### config.mk
export PLATFORM = sky130hd
export DESIGN_NAME = clusterv_memc
export DESIGN_NICKNAME = d
export VERILOG_FILES = /design/src/rtl/clusterv_memc_pkg.sv /design/src/rtl/clusterv_memc_rdmux.sv /design/src/rtl/clusterv_memc.sv
export SDC_FILE = /design/constraint.sdc
export NUM_CORES = 1
export LEC_CHECK = 0
export BUFFER_PORTS_ARGS = -buffer_cell sky130_fd_sc_hd__buf_2
export CAP_MARGIN = 25
export CORE_AREA = 2 2 110 112
export CTS_CLUSTER_SIZE = 16
export DETAILED_ROUTE_END_ITERATION = 16
export DIE_AREA = 0 0 112 114
export HOLD_SLACK_MARGIN = 0.12
export PLACE_DENSITY = 0.7
export SYNTH_ARGS = -nofsm -noshare
export SYNTH_HDL_FRONTEND = slang
export SYNTH_SLANG_ARGS = --single-unit
### constraint.sdc
create_clock -name clock -period 2.48 [get_ports clock]
set_input_delay 0.372 -clock clock [delete_from_list [all_inputs] [get_ports clock]]
set_output_delay 0.372 -clock clock [all_outputs]
set_load 0.02 [all_outputs]
### src/rtl/clusterv_memc_pkg.sv
// Shared definitions for the clusterv main-SRAM Wishbone controller.
// Holds the FSM state encoding, the sky130 1 KiB macro geometry and the
// bank-index width helper used by the controller and its read mux.
package clusterv_memc_pkg;

  localparam int SRAM_WORDS  = 256;
  localparam int SRAM_ADR_W  = 8;
  localparam int SRAM_DAT_W  = 32;
  localparam int SRAM_MASK_W = 4;

  typedef enum logic [2:0] {
    ST_IDLE  = 3'd0,
    ST_ISSUE = 3'd1,
    ST_WAIT  = 3'd2,
    ST_ACK   = 3'd3,
    ST_ERR   = 3'd4
  } state_e;

  // Width of the bank field in the address; a single bank still takes one
  // bit so that address bit 10 can flag an out-of-range access.
  function automatic int bank_w(input int n_banks);
    int w;
    w = $clog2(n_banks);
    return (w < 1) ? 1 : w;
  endfunction

endpackage

### src/rtl/clusterv_memc_rdmux.sv
// Purpose: selects one bank's 32-bit read data out of the concatenated macro outputs.
// Latency: combinational, zero cycles.
// Backpressure: none; pure data path.
// Ports: sram_dout (all banks, bank b on [32*b+:32]), bank (index), rd_dat (selected word).
module clusterv_memc_rdmux
  import clusterv_memc_pkg::*;
#(
  parameter int N_BANKS = 4,
  parameter int BW      = bank_w(N_BANKS)
) (
  input  logic [SRAM_DAT_W*N_BANKS-1:0] sram_dout,
  input  logic [BW-1:0]                 bank,
  output logic [SRAM_DAT_W-1:0]         rd_dat
);

  always_comb begin
    rd_dat = '0;
    for (int b = 0; b < N_BANKS; b++) begin
      if (32'(bank) == b) begin
        rd_dat = sram_dout[SRAM_DAT_W*b +: SRAM_DAT_W];
      end
    end
  end

endmodule

### src/rtl/clusterv_memc.sv
// Purpose: Wishbone classic target sequencing single accesses onto a bank of 32x256 SRAM macros (port 0).
// Latency: write ack in cycle 2, read ack in cycle 2+READ_LAT, out-of-range error in cycle 1.
// Backpressure: one access in flight; requests are only sampled in IDLE, so stb is held off until ack/err.
// Ports: clock/reset (sync, active-high); t_* Wishbone target side; sram_* shared macro
//        controls plus per-bank active-low chip selects; sram_dout is every bank's read data.
module clusterv_memc
  import clusterv_memc_pkg::*;
#(
  parameter int N_BANKS  = 4,
  parameter int READ_LAT = 1
) (
  input  logic                          clock,
  input  logic                          reset,
  input  logic [31:0]                   t_adr,
  input  logic [SRAM_DAT_W-1:0]         t_dat_w,
  output logic [SRAM_DAT_W-1:0]         t_dat_r,
  input  logic                          t_cyc,
  input  logic                          t_stb,
  input  logic                          t_we,
  input  logic [SRAM_MASK_W-1:0]        t_sel,
  output logic                          t_ack,
  output logic                          t_err,
  output logic [N_BANKS-1:0]            sram_csb,
  output logic                          sram_web,
  output logic [SRAM_MASK_W-1:0]        sram_wmask,
  output logic [SRAM_ADR_W-1:0]         sram_addr,
  output logic [SRAM_DAT_W-1:0]         sram_din,
  input  logic [SRAM_DAT_W*N_BANKS-1:0] sram_dout
);

  localparam int BW       = bank_w(N_BANKS);
  localparam int WORD_LSB = 2;
  localparam int BANK_LSB = WORD_LSB + $clog2(SRAM_WORDS);
  localparam logic [1:0] LAT_INIT = 2'(READ_LAT);

  state_e                  state_q, state_d;
  logic [BW-1:0]           bank_q, bank_d;
  logic                    we_q, we_d;
  logic [1:0]              cnt_q, cnt_d;
  logic [N_BANKS-1:0]      csb_q, csb_d;
  logic                    web_q, web_d;
  logic [SRAM_MASK_W-1:0]  wmask_q, wmask_d;
  logic [SRAM_ADR_W-1:0]   addr_q, addr_d;
  logic [SRAM_DAT_W-1:0]   din_q, din_d;
  logic [SRAM_DAT_W-1:0]   dat_r_q, dat_r_d;
  logic                    ack_q, ack_d;
  logic                    err_q, err_d;

  logic [BW-1:0]           req_bank;
  logic                    req_ok;
  logic [SRAM_DAT_W-1:0]   rd_dat;
  logic                    unused_adr;

  assign req_bank   = t_adr[BANK_LSB+BW-1:BANK_LSB];
  assign req_ok     = (32'(req_bank) < N_BANKS);
  assign unused_adr = ^{t_adr[31:BANK_LSB+BW], t_adr[WORD_LSB-1:0]};

  clusterv_memc_rdmux #(
    .N_BANKS (N_BANKS),
    .BW      (BW)
  ) u_rdmux (
    .sram_dout (sram_dout),
    .bank      (bank_q),
    .rd_dat    (rd_dat)
  );

  always_comb begin
    state_d = state_q;
    bank_d  = bank_q;
    we_d    = we_q;
    cnt_d   = cnt_q;
    csb_d   = '1;          // chip select is a one-cycle pulse by construction
    web_d   = web_q;
    wmask_d = wmask_q;
    addr_d  = addr_q;
    din_d   = din_q;
    dat_r_d = dat_r_q;
    ack_d   = 1'b0;
    err_d   = 1'b0;

    case (state_q)
      ST_IDLE: begin
        if (t_cyc && t_stb) begin
          if (!req_ok) begin
            err_d   = t_cyc;
            state_d = ST_ERR;
          end else begin
            addr_d  = t_adr[BANK_LSB-1:WORD_LSB];
            din_d   = t_dat_w;
            wmask_d = t_we ? t_sel : '0;
            web_d   = ~t_we;
            for (int b = 0; b < N_BANKS; b++) begin
              if (32'(req_bank) == b) csb_d[b] = 1'b0;
            end
            bank_d  = req_bank;
            we_d    = t_we;
            state_d = ST_ISSUE;
          end
        end
      end
      ST_ISSUE: begin
        if (we_q) begin
          ack_d   = t_cyc;     // a dropped cycle still finishes, just silently
          state_d = ST_ACK;
        end else begin
          cnt_d   = LAT_INIT;
          state_d = ST_WAIT;
        end
      end
      ST_WAIT: begin
        cnt_d = cnt_q - 2'd1;
        if (cnt_q == 2'd1) begin
          dat_r_d = rd_dat;
          ack_d   = t_cyc;
          state_d = ST_ACK;
        end
      end
      ST_ACK:  state_d = ST_IDLE;
      ST_ERR:  state_d = ST_IDLE;
      default: state_d = ST_IDLE;
    endcase
  end

  always_ff @(posedge clock) begin
    if (reset) begin
      state_q <= ST_IDLE;
      bank_q  <= '0;
      we_q    <= 1'b0;
      cnt_q   <= '0;
      csb_q   <= '1;
      web_q   <= 1'b1;
      wmask_q <= '0;
      addr_q  <= '0;
      din_q   <= '0;
      dat_r_q <= '0;
      ack_q   <= 1'b0;
      err_q   <= 1'b0;
    end else begin
      state_q <= state_d;
      bank_q  <= bank_d;
      we_q    <= we_d;
      cnt_q   <= cnt_d;
      csb_q   <= csb_d;
      web_q   <= web_d;
      wmask_q <= wmask_d;
      addr_q  <= addr_d;
      din_q   <= din_d;
      dat_r_q <= dat_r_d;
      ack_q   <= ack_d;
      err_q   <= err_d;
    end
  end

  assign t_dat_r    = dat_r_q;
  assign t_ack      = ack_q;
  assign t_err      = err_q;
  assign sram_csb   = csb_q;
  assign sram_web   = web_q;
  assign sram_wmask = wmask_q;
  assign sram_addr  = addr_q;
  assign sram_din   = din_q;

endmodule

==> key figures <==
Outcome
  • Status: finished, final reports clean

Timing
  • Post-route minimum period: roughly 1.8 ns
  • Setup violators final: 0
  • Slew Limit Fails: 0
  • Fmax: between 500 and 600 MHz
  • Setup TNS: 0 ns
  • Post-Route Skew: 0.00754 ns
  • Slew margin rel.: about 60%
  • Measured slew at the worst slew-check pin: between 0.5 and 0.6 ns
  • Fin. Hold Viols: 0
  • Setup ws final: ~0.7 ns
  • RSZ-0062 raised after global routing: false
  • Tcrit/Tclk final: 71.9%

Clock network
  • Worst-Skew Late Latency: ~0.34 ns
  • Num CTS Buffers: 9
  • TritonCTS clock tree: yes
  • Post-CTS Hold Fix Bufs: 0
  • Setup Buffers After CTS: 0
  • H-tree depth: 3
  • CTS Sinks: around 90
  • Resized cells post-CTS: 0
  • Register clock-pin slew on the reported worst setup and hold paths: about 0.070 ns
  • Clk root buf: clkbuf_16
  • Max clock buf depth: 2

Floorplan
  • DIE AREA: 0.0128 sq mm
  • Chip Width: ~110 microns
  • Die height: ~110 microns
  • Rows: 40
  • Core ar.: 0.0117 sq mm
  • Initial Utilization: 34.4%
  • # IOs: approximately 280

Yosys
  • Post-synthesis cell area: 0.00403 sq mm
  • Avg Cell Area, Syn: roughly 9.2 sq um
  • Cell variety after synth: 35
  • Post-synth EDFFs: 0
  • Ranking of synthesized cells by area: dfxtp_1 (44%), nand2_1 (8.6%), mux2i_1 (8.2%), a21oi_1 (6.1%), a22oi_1 (6.0%)
  • Synth Area in Compound Gates: 17.9%
  • Top cell type's share of synthesized area: ~44%
  • Post-Synth Simple-Gate Area: between 10% and 20%
  • Async set-reset flop share out of synthesis: 0%
  • Most used DFF post-synth: dfxtp_1
  • Ys Warns: 0
  • Adder-Cell Fraction of Synth Area: 1.55%
  • Synthesized flop and latch total: around 90
  • Top cells by count, synth: nand2_1 (92), dfxtp_1 (89), a21oi_1 (49)
  • Post-synthesis mux area share: 18.4%
  • Largest area contributor in the netlist: dfxtp_1
  • XOR/XNOR Fraction of Synth Area: 0%
  • Main combinational cell family by area after synthesis: multiplexers
  • Cells after Synth: around 440
  • Syn_nets: roughly 640
  • Count leader, synth: nand2_1
  • Sequential area share after synthesis: 44.2%

Layout
  • Final design utilization: approximately 49%
  • Fill count: about 1100
  • Storage cell area: approximately 0.0018 sq mm
  • Ratio of cells with drive above 1 in the final layout: around 47%
  • Ant. Diodes: 0
  • Area delta synth->final: 41.5%
  • Area taken by multi-input logic gates: about 0.002 sq mm
  • Final nets: roughly 900

Pwr
  • Total power: around 4100 uW
  • P_leak: about 0.0026 uW
  • Peak supply drop: approximately 0.35 mV
  • Pwr Density: 726 mW/mm^2

Setup path
  • Reg-to-reg startpoint: state_q[0]
  • CP Launch Type: register
  • Crit path DAT: between 2 and 2.5 ns
  • Critical-path cell list: inv_1 -> ha_1 -> and3_1 -> buf_12 -> nand2_1 -> a21oi_1
  • Delay of the slowest cell on the worst path: approximately 0.5 ns
  • CP Launch Point: state_q[0]
  • Crit Path Max Fanout: 37
  • Crit path required time: approximately 2.7 ns
  • Slowest-stage cell, CP: and3_1
  • WP buf/inv: 2
  • Worst setup EP type: register
  • Crit Path Category: register to register
  • Delay-heaviest family, CP: simple AND/OR/NAND/NOR gates

Drt
  • Via count: slightly above 4000
  • Wire per inst: between 10 and 15 microns
  • DRC violations left: 0
  • Iter 0 DRT Violations: 177
  • DRT antenna net count: 0
  • WL final: between 10000 and 15000 microns
  • Via density: a little under 5
  • First-pass detailed-route iteration total: 6

Placed design
  • Place WS: 0.702 ns
  • RD Place Congestion: ~0.8
  • Post-DP HPWL: roughly 9000 microns
  • Number of I/O port buffers: 260

Global routing
  • First-pass GRT wire length: approximately 19000 microns
  • Largest net degree at the start of global routing: 57
  • Tot GR Track Use: a little under a fifth
  • Vias in the first global route: 3905
  • Initial antenna violation count: 0
  • Grt ovf: 0

Hold path
  • Hold Path Class: primary input to register
  • Hold wc startpoint: t_adr[11]

Flow run
  • Max_cap viols: 0
## power by group
part | switching [uW] | internal [uW]
logic | 594 | 458
registers | 85.7 | 1560
clock network | 589 | 851
total | 1270 | 2870
## metal layers
layer	up-vias	routed length [microns]	global-route usage (%)
met2	189	5720	31.1
met3	18	1110	4.94
met4	0	200	7.07
met1	1851	4930	22.1
met5	-	0	0
li1	2012	-	-
## area by class of cell
class	instances	area share [%]
Tap cell	147	3.22
Clock inverter	6	1.23
Clock buffer	10	4.39
Sequential cell	89	31.3
Timing Repair Buffer	268	24.3
Inverter	4	0.263
Multi-Input combinational cell	308	35.3
## cell families after synthesis
group                      after synthesis
AOI/OAI and AO/OA                      123
adders and majority gates                5
buffers and inverters                   39
DFF                                     89
muxes                                   65
other                                    1
and+or+nand+nor                        114
## final timing paths
| kind | to | depth (start not counted) | slack [ns] |
|---|---|---|---|
| worst max-delay path | sram_din[3] | 6 | 0.70 |
| worst min-delay path | sram_csb[2] | 2 | 0.24 |
| worst max register to register | sram_din[3] | 6 | 0.70 |
| worst min register to register | sram_wmask[3] | 2 | 0.45 |
## registers in the layout, indices dropped and copies added (netlist names)
name,cells
sram_csb,4
cnt_q,2
state_q,2
sram_wmask,4
sram_addr,8
sram_din,32
we_q,1
sram_web,1
bank_q,2
t_dat_r,32
t_ack,1
## worst register-to-register path: stages, from the launching register on
cell	delay, ns
dfxtp_1	0.34
inv_1	0.10
ha_1	0.26
and3_1	0.51
buf_12	0.26
nand2_1	0.10
a21oi_1	0.14
## layout by cell type, fill, tap and decap left out, drive strengths merged, types with 2 or more instances in the layout
master,Yosys,final
a21oi,50,50
a22oi,32,32
buf,27,268
clkbuf,8,10
clkinvlp,0,2
dfxtp,89,89
ha,5,5
inv,4,6
mux2,32,32
mux2i,33,33
nand2,92,92
nand2b,2,2
nand3,8,8
nor2,3,3
nor2b,2,2
nor3,2,2
o21ai,34,34
## stage by stage
stage	hold WS (ns)	instance area, sq um	cells
after floorplan	0.434	4030	436
after global placement	0.436	5380	816
after global routing	0.242	5700	832
final	0.244	5700	832
after CTS	0.238	5700	832
after detailed placement	0.441	5380	816
(Power assumes the default switching activity.)
